[src/rtl/multi_view_compositor_if.sv]
// rtl/multi_view_compositor_if.sv - video timing, render and composed pixel bus of the multi-view compositor
// master drives timing/mode/view colours, slave (the compositor) returns render coordinates and pixels.
interface multi_view_compositor_if #(
  parameter int NUM_VIEWS   = 2,
  parameter int COLOR_WIDTH = 8
);
  logic [10:0]                      hcount_in;
  logic [9:0]                       vcount_in;
  logic                             hs_in;
  logic                             vs_in;
  logic                             ad_in;
  logic                             nf_in;
  logic [1:0]                       mode_in;
  logic [1:0]                       view_sel_in;
  logic [10:0]                      view_hcount_out;
  logic [9:0]                       view_vcount_out;
  logic [NUM_VIEWS*COLOR_WIDTH-1:0] view_color_in;
  logic [COLOR_WIDTH-1:0]           red_out;
  logic [COLOR_WIDTH-1:0]           green_out;
  logic [COLOR_WIDTH-1:0]           blue_out;
  logic                             hs_out;
  logic                             vs_out;
  logic                             ad_out;
  logic [1:0]                       active_view_out;

  modport master (
    output hcount_in, vcount_in, hs_in, vs_in, ad_in, nf_in, mode_in, view_sel_in, view_color_in,
    input  view_hcount_out, view_vcount_out, red_out, green_out, blue_out,
           hs_out, vs_out, ad_out, active_view_out
  );

  modport slave (
    input  hcount_in, vcount_in, hs_in, vs_in, ad_in, nf_in, mode_in, view_sel_in, view_color_in,
    output view_hcount_out, view_vcount_out, red_out, green_out, blue_out,
           hs_out, vs_out, ad_out, active_view_out
  );
endinterface

[src/rtl/multi_view_compositor.sv]
// rtl/multi_view_compositor.sv - per-view render coordinates, tag realignment and RGB composition
// Optional crosshair overlay enabled by defining COMPOSITOR_CROSSHAIR_EN.
module multi_view_compositor #(
  parameter int NUM_VIEWS      = 2,
  parameter int COLOR_WIDTH    = 8,
  parameter int H_ACTIVE       = 1280,
  parameter int V_ACTIVE       = 720,
  parameter int SCALE_SHIFT    = 2,
  parameter int RENDER_LATENCY = 4
) (
  input  logic                   clk_in,
  input  logic                   rst_in,
  multi_view_compositor_if.slave bus
);
  localparam logic [10:0] H_HALF    = 11'(H_ACTIVE / 2);
  localparam logic [2:0]  NV        = 3'(NUM_VIEWS);
  localparam logic [1:0]  LAST_VIEW = 2'(NUM_VIEWS - 1);
`ifdef COMPOSITOR_CROSSHAIR_EN
  localparam logic [9:0]  V_HALF    = 10'(V_ACTIVE / 2);
`endif

  typedef enum logic [1:0] {
    MODE_ANAGLYPH = 2'd0,
    MODE_SBS      = 2'd1,
    MODE_SINGLE   = 2'd2,
    MODE_FRAMESEQ = 2'd3
  } mode_t;

  typedef struct packed {
`ifdef COMPOSITOR_CROSSHAIR_EN
    logic [10:0] h;
    logic [9:0]  v;
`endif
    logic [1:0]  view;
    logic        anag;
    logic        ad;
    logic        hs;
    logic        vs;
  } tag_t;

  mode_t      mode_q;
  mode_t      mode_new;
  logic [1:0] sel_q;
  logic [1:0] cnt_q;
  logic       sel_ok;

  // A single renderer has nothing to pair or alternate with, so every mode collapses to single view.
  always_comb begin
    mode_new = mode_t'(bus.mode_in);
    if (NUM_VIEWS == 1) mode_new = MODE_SINGLE;
  end

  assign sel_ok = {1'b0, bus.view_sel_in} < NV;

  always_ff @(posedge clk_in or negedge rst_in) begin
    if (!rst_in) begin
      mode_q <= MODE_ANAGLYPH;
      sel_q  <= 2'd0;
      cnt_q  <= 2'd0;
    end else if (bus.nf_in) begin
      mode_q <= mode_new;
      sel_q  <= sel_ok ? bus.view_sel_in : 2'd0;
      if (mode_new == MODE_FRAMESEQ)
        cnt_q <= (mode_q != MODE_FRAMESEQ || cnt_q == LAST_VIEW) ? 2'd0 : cnt_q + 2'd1;
      else
        cnt_q <= 2'd0;
    end
  end

  assign bus.active_view_out = cnt_q;

  logic        half;
  logic [10:0] h_fold;
  logic [10:0] h_view;
  tag_t        tag_new;
  tag_t        tag_c;

  assign half   = bus.hcount_in >= H_HALF;
  assign h_fold = half ? bus.hcount_in - H_HALF : bus.hcount_in;

  // Uses the mode latched before this edge, so a tag issued on the nf_in cycle keeps the old route.
  always_comb begin
    h_view       = bus.hcount_in >> SCALE_SHIFT;
    tag_new      = '0;
    tag_new.anag = (mode_q == MODE_ANAGLYPH);
    tag_new.ad   = bus.ad_in;
    tag_new.hs   = bus.hs_in;
    tag_new.vs   = bus.vs_in;
`ifdef COMPOSITOR_CROSSHAIR_EN
    tag_new.h    = bus.hcount_in;
    tag_new.v    = bus.vcount_in;
`endif
    case (mode_q)
      MODE_SBS: begin
        h_view       = {h_fold[9:0], 1'b0} >> SCALE_SHIFT;
        tag_new.view = {1'b0, half};
      end
      MODE_SINGLE:   tag_new.view = sel_q;
      MODE_FRAMESEQ: tag_new.view = cnt_q;
      default:       tag_new.view = 2'd0;
    endcase
  end

  always_ff @(posedge clk_in or negedge rst_in) begin
    if (!rst_in) begin
      bus.view_hcount_out <= '0;
      bus.view_vcount_out <= '0;
      tag_c               <= '0;
    end else begin
      tag_c <= tag_new;
      if (bus.ad_in) begin
        bus.view_hcount_out <= h_view;
        bus.view_vcount_out <= bus.vcount_in >> SCALE_SHIFT;
      end
    end
  end

  // Tag rides alongside the renderers so its last stage lines up with the returned colours.
  tag_t pipe [RENDER_LATENCY];

  always_ff @(posedge clk_in or negedge rst_in) begin
    if (!rst_in) begin
      for (int i = 0; i < RENDER_LATENCY; i++) pipe[i] <= '0;
    end else begin
      pipe[0] <= tag_c;
      for (int i = 1; i < RENDER_LATENCY; i++) pipe[i] <= pipe[i-1];
    end
  end

  logic [COLOR_WIDTH-1:0] views [4];

  for (genvar k = 0; k < 4; k++) begin : g_view
    if (k < NUM_VIEWS) begin : g_live
      assign views[k] = bus.view_color_in[k*COLOR_WIDTH +: COLOR_WIDTH];
    end else begin : g_pad
      assign views[k] = '0;
    end
  end

  tag_t                   tag_d;
  logic [COLOR_WIDTH-1:0] red_n;
  logic [COLOR_WIDTH-1:0] green_n;
  logic [COLOR_WIDTH-1:0] blue_n;

  assign tag_d = pipe[RENDER_LATENCY-1];

  always_comb begin
    red_n   = '0;
    green_n = '0;
    blue_n  = '0;
    if (tag_d.ad) begin
      if (tag_d.anag) begin
        red_n  = views[0];
        blue_n = views[1];
      end else begin
        red_n   = views[tag_d.view];
        green_n = views[tag_d.view];
        blue_n  = views[tag_d.view];
      end
`ifdef COMPOSITOR_CROSSHAIR_EN
      if (tag_d.h == H_HALF || tag_d.v == V_HALF) begin
        red_n   = '1;
        green_n = '1;
        blue_n  = '1;
      end
`endif
    end
  end

  always_ff @(posedge clk_in or negedge rst_in) begin
    if (!rst_in) begin
      bus.red_out   <= '0;
      bus.green_out <= '0;
      bus.blue_out  <= '0;
      bus.hs_out    <= 1'b0;
      bus.vs_out    <= 1'b0;
      bus.ad_out    <= 1'b0;
    end else begin
      bus.red_out   <= red_n;
      bus.green_out <= green_n;
      bus.blue_out  <= blue_n;
      bus.hs_out    <= tag_d.hs;
      bus.vs_out    <= tag_d.vs;
      bus.ad_out    <= tag_d.ad;
    end
  end
endmodule
[src/flat_wrapper.sv]
// flat-port wrapper written by rule: the top's interface ports become plain ports
module multi_view_compositor_flat 
#(
  parameter int NUM_VIEWS      = 2,
  parameter int COLOR_WIDTH    = 8,
  parameter int H_ACTIVE       = 1280,
  parameter int V_ACTIVE       = 720,
  parameter int SCALE_SHIFT    = 2,
  parameter int RENDER_LATENCY = 4
)
  (clk_in, rst_in, bus_hcount_in, bus_vcount_in, bus_hs_in, bus_vs_in, bus_ad_in, bus_nf_in, bus_mode_in, bus_view_sel_in, bus_view_color_in, bus_view_hcount_out, bus_view_vcount_out, bus_red_out, bus_green_out, bus_blue_out, bus_hs_out, bus_vs_out, bus_ad_out, bus_active_view_out);
  multi_view_compositor_if #(.NUM_VIEWS(NUM_VIEWS), .COLOR_WIDTH(COLOR_WIDTH)) bus_i ();
  input  logic clk_in;
  input  logic rst_in;
  input wire logic [$bits(bus_i.hcount_in)-1:0] bus_hcount_in;
  input wire logic [$bits(bus_i.vcount_in)-1:0] bus_vcount_in;
  input wire logic [$bits(bus_i.hs_in)-1:0] bus_hs_in;
  input wire logic [$bits(bus_i.vs_in)-1:0] bus_vs_in;
  input wire logic [$bits(bus_i.ad_in)-1:0] bus_ad_in;
  input wire logic [$bits(bus_i.nf_in)-1:0] bus_nf_in;
  input wire logic [$bits(bus_i.mode_in)-1:0] bus_mode_in;
  input wire logic [$bits(bus_i.view_sel_in)-1:0] bus_view_sel_in;
  input wire logic [$bits(bus_i.view_color_in)-1:0] bus_view_color_in;
  output wire logic [$bits(bus_i.view_hcount_out)-1:0] bus_view_hcount_out;
  output wire logic [$bits(bus_i.view_vcount_out)-1:0] bus_view_vcount_out;
  output wire logic [$bits(bus_i.red_out)-1:0] bus_red_out;
  output wire logic [$bits(bus_i.green_out)-1:0] bus_green_out;
  output wire logic [$bits(bus_i.blue_out)-1:0] bus_blue_out;
  output wire logic [$bits(bus_i.hs_out)-1:0] bus_hs_out;
  output wire logic [$bits(bus_i.vs_out)-1:0] bus_vs_out;
  output wire logic [$bits(bus_i.ad_out)-1:0] bus_ad_out;
  output wire logic [$bits(bus_i.active_view_out)-1:0] bus_active_view_out;
  assign bus_i.hcount_in = bus_hcount_in;
  assign bus_i.vcount_in = bus_vcount_in;
  assign bus_i.hs_in = bus_hs_in;
  assign bus_i.vs_in = bus_vs_in;
  assign bus_i.ad_in = bus_ad_in;
  assign bus_i.nf_in = bus_nf_in;
  assign bus_i.mode_in = bus_mode_in;
  assign bus_i.view_sel_in = bus_view_sel_in;
  assign bus_i.view_color_in = bus_view_color_in;
  assign bus_view_hcount_out = bus_i.view_hcount_out;
  assign bus_view_vcount_out = bus_i.view_vcount_out;
  assign bus_red_out = bus_i.red_out;
  assign bus_green_out = bus_i.green_out;
  assign bus_blue_out = bus_i.blue_out;
  assign bus_hs_out = bus_i.hs_out;
  assign bus_vs_out = bus_i.vs_out;
  assign bus_ad_out = bus_i.ad_out;
  assign bus_active_view_out = bus_i.active_view_out;
  multi_view_compositor #(.NUM_VIEWS(NUM_VIEWS), .COLOR_WIDTH(COLOR_WIDTH), .H_ACTIVE(H_ACTIVE), .V_ACTIVE(V_ACTIVE), .SCALE_SHIFT(SCALE_SHIFT), .RENDER_LATENCY(RENDER_LATENCY)) u_core (.clk_in(clk_in), .rst_in(rst_in), .bus(bus_i));
endmodule
[config.mk]
export PLATFORM = sky130hd
export DESIGN_NAME = multi_view_compositor_flat
export DESIGN_NICKNAME = d
export VERILOG_FILES = /design/src/rtl/multi_view_compositor_if.sv /design/src/rtl/multi_view_compositor.sv /design/src/flat_wrapper.sv
export SDC_FILE = /design/constraint.sdc
export NUM_CORES = 1
export LEC_CHECK = 0
export ABC_AREA = 0
export CAP_MARGIN = 40
export CORE_UTILIZATION = 46
export CTS_CLUSTER_SIZE = 20
export DETAILED_ROUTE_END_ITERATION = 8
export PLACE_DENSITY = 0.79
export REMOVE_ABC_BUFFERS = 1
export SYNTH_ARGS = -nofsm -noshare
export SYNTH_HDL_FRONTEND = slang
export SYNTH_SLANG_ARGS = --single-unit
export TNS_END_PERCENT = 20
[constraint.sdc]
create_clock -name clk_in -period 1.8 [get_ports clk_in]
set_clock_uncertainty 0.05 [all_clocks]
set_input_delay 0.36 -clock clk_in [delete_from_list [all_inputs] [get_ports clk_in]]
set_output_delay 0.36 -clock clk_in [all_outputs]
set_load 0.05 [all_outputs]
Word-level counts from Yosys, hierarchy flattened
Cells that the tools add are included.
- mux-type cells: 15
- eq/ne operators: 6
- add/sub/neg operators: 2
- shifts and indexed selects: 0
- reductions and logical operators: 2
- magnitude comparators: 3
- bitwise logic cells: 1
- div/mod/pow operators: 0
- $mul: 0
- operators with widths (operator ; count):
    8-bit two-way mux ; 8
    8-bit binary-select mux with 2-bit select ; 1
    11-bit by 10-bit >= comparator with 1-bit output, second input constant ; 1
    10-bit two-way mux ; 1
    10-bit subtractor, second input constant ; 1
    9-bit two-way mux ; 1
    2-bit equality test, second input constant ; 3
    2-bit two-way mux ; 3
    2-bit one-hot mux with 3 select lines ; 1
    2-bit by 1-bit equality test with 1-bit output, second input constant ; 2
    3-bit >= comparator, second input constant ; 1
    2-bit inverter with 3-bit output ; 1
    2-bit by 1-bit adder with 2-bit output, second input constant ; 1
    2-bit logical NOT ; 1
    2-bit less-than comparator, second input constant ; 1
    2-bit != test, second input constant ; 1
    1-bit logical OR ; 1
- memories: 0
- ROM bits: 0
- latch bits: 0
- RAM bits: 0
- register bits after elaboration: 82

Longest topological paths before layout
- word-level depth: 6
- gate-level depth with buffers: 6
- mapped depth without buffers: 6

Least setup slack after synthesis
No wires, ideal clock.
- path kind: input to register
- start: input port bus_hcount_in[7]
- end: register u_core.bus.view_hcount_out[6]
- arrival time: 1.369 ns
- cell stages on the path: 6
- data required time: 1.619 ns
- setup time: 0.131 ns
- path slack: 0.250 ns
- path buffers: 0
- path through: inv_1 -> ha_1 -> inv_1 -> a21o_2 -> a41o_1 -> or3_1
- word-level cells in the longest chain between the ends: 3
- elaborated cells on any way between the ends: 4
- those cells by class: add/sub: 1; order compare: 1; mux: 2
- RTL lines (what ; RTL line ; text):
    start: declaration ; flat_wrapper.sv:15 ; input wire logic [$bits(bus_i.hcount_in)-1:0] bus_hcount_in;
    10-bit subtractor / 11-bit by 10-bit >= comparator with 1-bit output (equally long branches) ; multi_view_compositor.sv:79, multi_view_compositor.sv:78 ;
    10-bit two-way mux (*) ; multi_view_compositor.sv:79 ; assign h_fold = half ? bus.hcount_in - H_HALF : bus.hcount_in;
    9-bit two-way mux (*) ; multi_view_compositor.sv:93 ; case (mode_q)
    end signal: assignment ; multi_view_compositor.sv:112 ; bus.view_hcount_out <= h_view;
    end: declaration ; multi_view_compositor_if.sv:34 ; output view_hcount_out, view_vcount_out, red_out, green_out, blue_out,
Every way passes the cells marked *; elsewhere a longest branch is shown, timed or not.
A chain may end at the register's enable or synchronous reset.

Worst setup path after layout
Ends and elaborated chain as after synthesis.

==> results.yml <==
setup_path:
  max_stage_delay_ps: 410
  crit_fanout: 4
  rrSetupSlack_ps: 170
  critical_path.most_common_cell: "inv_1"
  cp_top_family: "buffers and inverters"
  cp_num_buf_inv: 3
  crit_type: "input pin to flop"
  cpMaxStageDelayCell: "clkdlybuf4s50_1"
  required_ps: 1970
  start_kind: "input pin"
  crit_arrival_ps: 1830
  endpoint_kind: "flop"
  worstPathCellList: "clkdlybuf4s50_1 > inv_1 > ha_1 > inv_1 > a21o_2 > a41o_1 > or3_1"
grt:
  grt-ovfl-total: 0
  grt_pass1_wl_mm: 10.6
  grt_pass1_vias: 2339
  grt_max_degree: 34
  antenna_found_initial: 0
  track_usage_pct: 19.0
cts:
  cts_root_buf: "clkbuf_8"
  clockBufferDepth: 2
  cts_setup_buffers: 0
  htreeDepth: 3
  cts_buffers: 9
  clkTransAtPathRegs_ps: 80
  cts_tree: "built"
  clock-sinks: 79
  clock_latency_ps: 340
yosys:
  ys_seq_area_share_pct: 64.3
  synth-simple-area-share_pct: 15.2
  synth_top_area_share_pct: 64.3
  synth.mux.area_fraction_pct: 3.99
  synth_xor_area_share_pct: 0
  yosys.area_share.adder_pct: 0.814
  syn_area_per_cell_um2: 11.4
  synth_cell_type_count: 35
  synth-compound-area-share_pct: 11.6
  synth_cells: 269
  ys_top_cells_by_area: "dfrtp_1, nand2_1, mux2_2"
  synth_top_family_by_area: "simple AND/OR/NAND/NOR gates"
  synth_seq_cells: 79
  ys.warnings.count: 0
  synth_top_cell_by_area: "dfrtp_1"
  synth_area_um2: 3070
detailed_routing:
  ant_nets: 0
  dr.pass1.iters: 4
  num_vias: 2383
  routed_wl_mm: 6.15
  drt-wirelength-per-cell_um: 13.4
  drt_iter0_markers: 116
  drc: 0
  vias_per_cell: 5.19
hold_path:
  hold_class: "flop to flop"
finish:
  syn_to_final_growth_pct: 37.6
  finalNetCount: 426
  final_cells: 459
  final_area_um2: 4230
  drive_above_1_share_pct: 25.9
  antennaDiodeCount: 0
  fillers: 518
die:
  coreArea_um2: 6390
  die_area_um2: 7010
  rows: 29
  die_y_um: 83.8
  die_x_um: 83.8
  io_pins: 97
  start_util_pct: 48.1
timing:
  setup_viol: 0
  rsz0062_at_grt: "no"
  drv_slew: 0
  setup_slack_ps: 136
  final.period_utilization_pct: 92.4
  fmax_mhz: 601
  finalWorstPathRequiredPeriod_ps: 1660
  hold_viol: 0
placed_design:
  dp.cells: 442
  gp_congestion: 0.875
  io_buffer_count: 90
  post_dp_cell_area_um2: 4020
  dpl.hpwl_mm: 4.47
  dp_slack_ps: -218
power_and_ir_drop:
  p_leak_nw: 1.97
  p_per_area_nw_per_um2: 1040
  ir_drop_mv: 0.626
status:
  status: "finished clean"
flow_run:
  cap_violations: 0
layer usage:
metal | global-route usage (%) | routed length [µm] | vias up
met5 | 0 | 0 | -
met4 | 7.09 | 77 | 0
met3 | 6.03 | 505 | 11
met2 | 30.5 | 2900 | 113
met1 | 24.2 | 2670 | 1140
li1 | - | - | 1119
area by class of cell:
cell class	count	area (µm²)	share of cell area, %
Sequential cell	79	1980	46.7
Multi-Input combinational cell	171	987	23.3
Timing Repair Buffer	110	948	22.4
Clock buffer	10	138	3.25
Tap cell	77	96.3	2.28
Clock inverter	6	60.1	1.42
Inverter	6	22.5	0.533
layout by cell type, fill, tap and decap left out, drive strengths merged, types with 3 or more instances in the layout:
| cell | netlist | layout |
|---|---|---|
| o21ai | 18 | 18 |
| a31oi | 6 | 6 |
| conb | 1 | 4 |
| nor2b | 10 | 10 |
| clkdlybuf4s50 | 0 | 43 |
| a22oi | 8 | 8 |
| nor2 | 22 | 22 |
| nand2 | 31 | 31 |
| buf | 11 | 66 |
| dfrtp | 79 | 79 |
| and2 | 16 | 16 |
| a21oi | 22 | 22 |
| clkinv | 0 | 3 |
| nor3 | 4 | 4 |
| clkbuf | 5 | 10 |
| mux2 | 10 | 10 |
| inv | 6 | 6 |
cell families (layout without fill, tap and decap cells):
family                   after synthesis  count (layout)
AO/OA/AOI/OAI                         61              61
buffers and inverters                 22             132
other                                  1               4
AND/OR/NAND/NOR                       93              93
multiplexers                          11              11
flip-flops                            79              79
adder cells (fa/ha/maj)                2               2
Yosys cell counts:
cell and number:
mux2i_1 1, a31oi_1 6, nor4_1 1, a22oi_1 8, or3_1 1, o22ai_1 1, conb_1 1, buf_6 2
and3_4 1, buf_4 6, and2b_4 1, nand3b_1 1, ha_1 2, o2bb2ai_1 1, o21ai_0 18, nand3_1 2
a21oi_1 22, nor3_1 4, nor2_2 1, a211oi_1 2, dfrtp_1 79, nor2b_1 10, nor2_1 21, mux2_2 10
clkbuf_1 5, a2111oi_0 1, nand2b_4 1, and2_1 16, nand2_1 31, a41o_1 1, inv_1 6, and4_1 1
a21o_2 1, and2b_2 1, buf_2 3
report_power, final:
part	switching, mW	internal [mW]
clock network	0.613	0.671
registers	0.0747	1.93
logic	0.711	0.405
path summary, 6_finish.rpt:
check / to / cells past startpoint / start
worst max register to register: u_core.bus.view_hcount_out[7] / 4 / u_core.mode_q[1]
worst max-delay path: u_core.bus.view_hcount_out[6] / 7 / bus_hcount_in[7]
worst min-delay path: u_core.pipe[5] / 0 / u_core.pipe[11]
worst min register to register: u_core.pipe[5] / 0 / u_core.pipe[11]
max in group asynchronous: u_core.bus.view_hcount_out[2] / 3 / rst_in
min in group asynchronous: u_core.bus.blue_out[6] / 2 / rst_in
stage by stage:
step	util [%]	power [mW]	hold WS (ps)	TNS, ps
finish	66.2	4.41	293	0
global route	66.2	4.61	307	0
CTS	66.2	4.45	298	0
detailed placement	62.9	3.16	252	-527
global placement	62.9	3.13	244	-424
floorplan	-	2.69	14.4	0
sequential cells by signal, indices dropped and copies added (netlist names):
name                        flops
u_core.bus.view_hcount_out      9
u_core.sel_q                    1
u_core.bus.red_out              8
u_core.bus.vs_out               1
u_core.bus.active_view_out      2
u_core.tag_c                    6
u_core.bus.blue_out             8
u_core.bus.green_out            8
u_core.bus.ad_out               1
u_core.bus.view_vcount_out      8
u_core.mode_q                   2
u_core.pipe                    24
u_core.bus.hs_out               1
timing repair:
item,4_1_cts,5_1_grt
endpoints found under the hold margin,27,0
endpoints found under the setup margin,0,3
resized for setup,0,1
hold buffers,1,0
worst register-to-register path, stage by stage (launching register included):
cell and delay (ps):
dfrtp_1 460, and2b_4 370, o22ai_1 140, a2111oi_0 390, a211oi_1 90
Power figures use the tool's default switching activity.
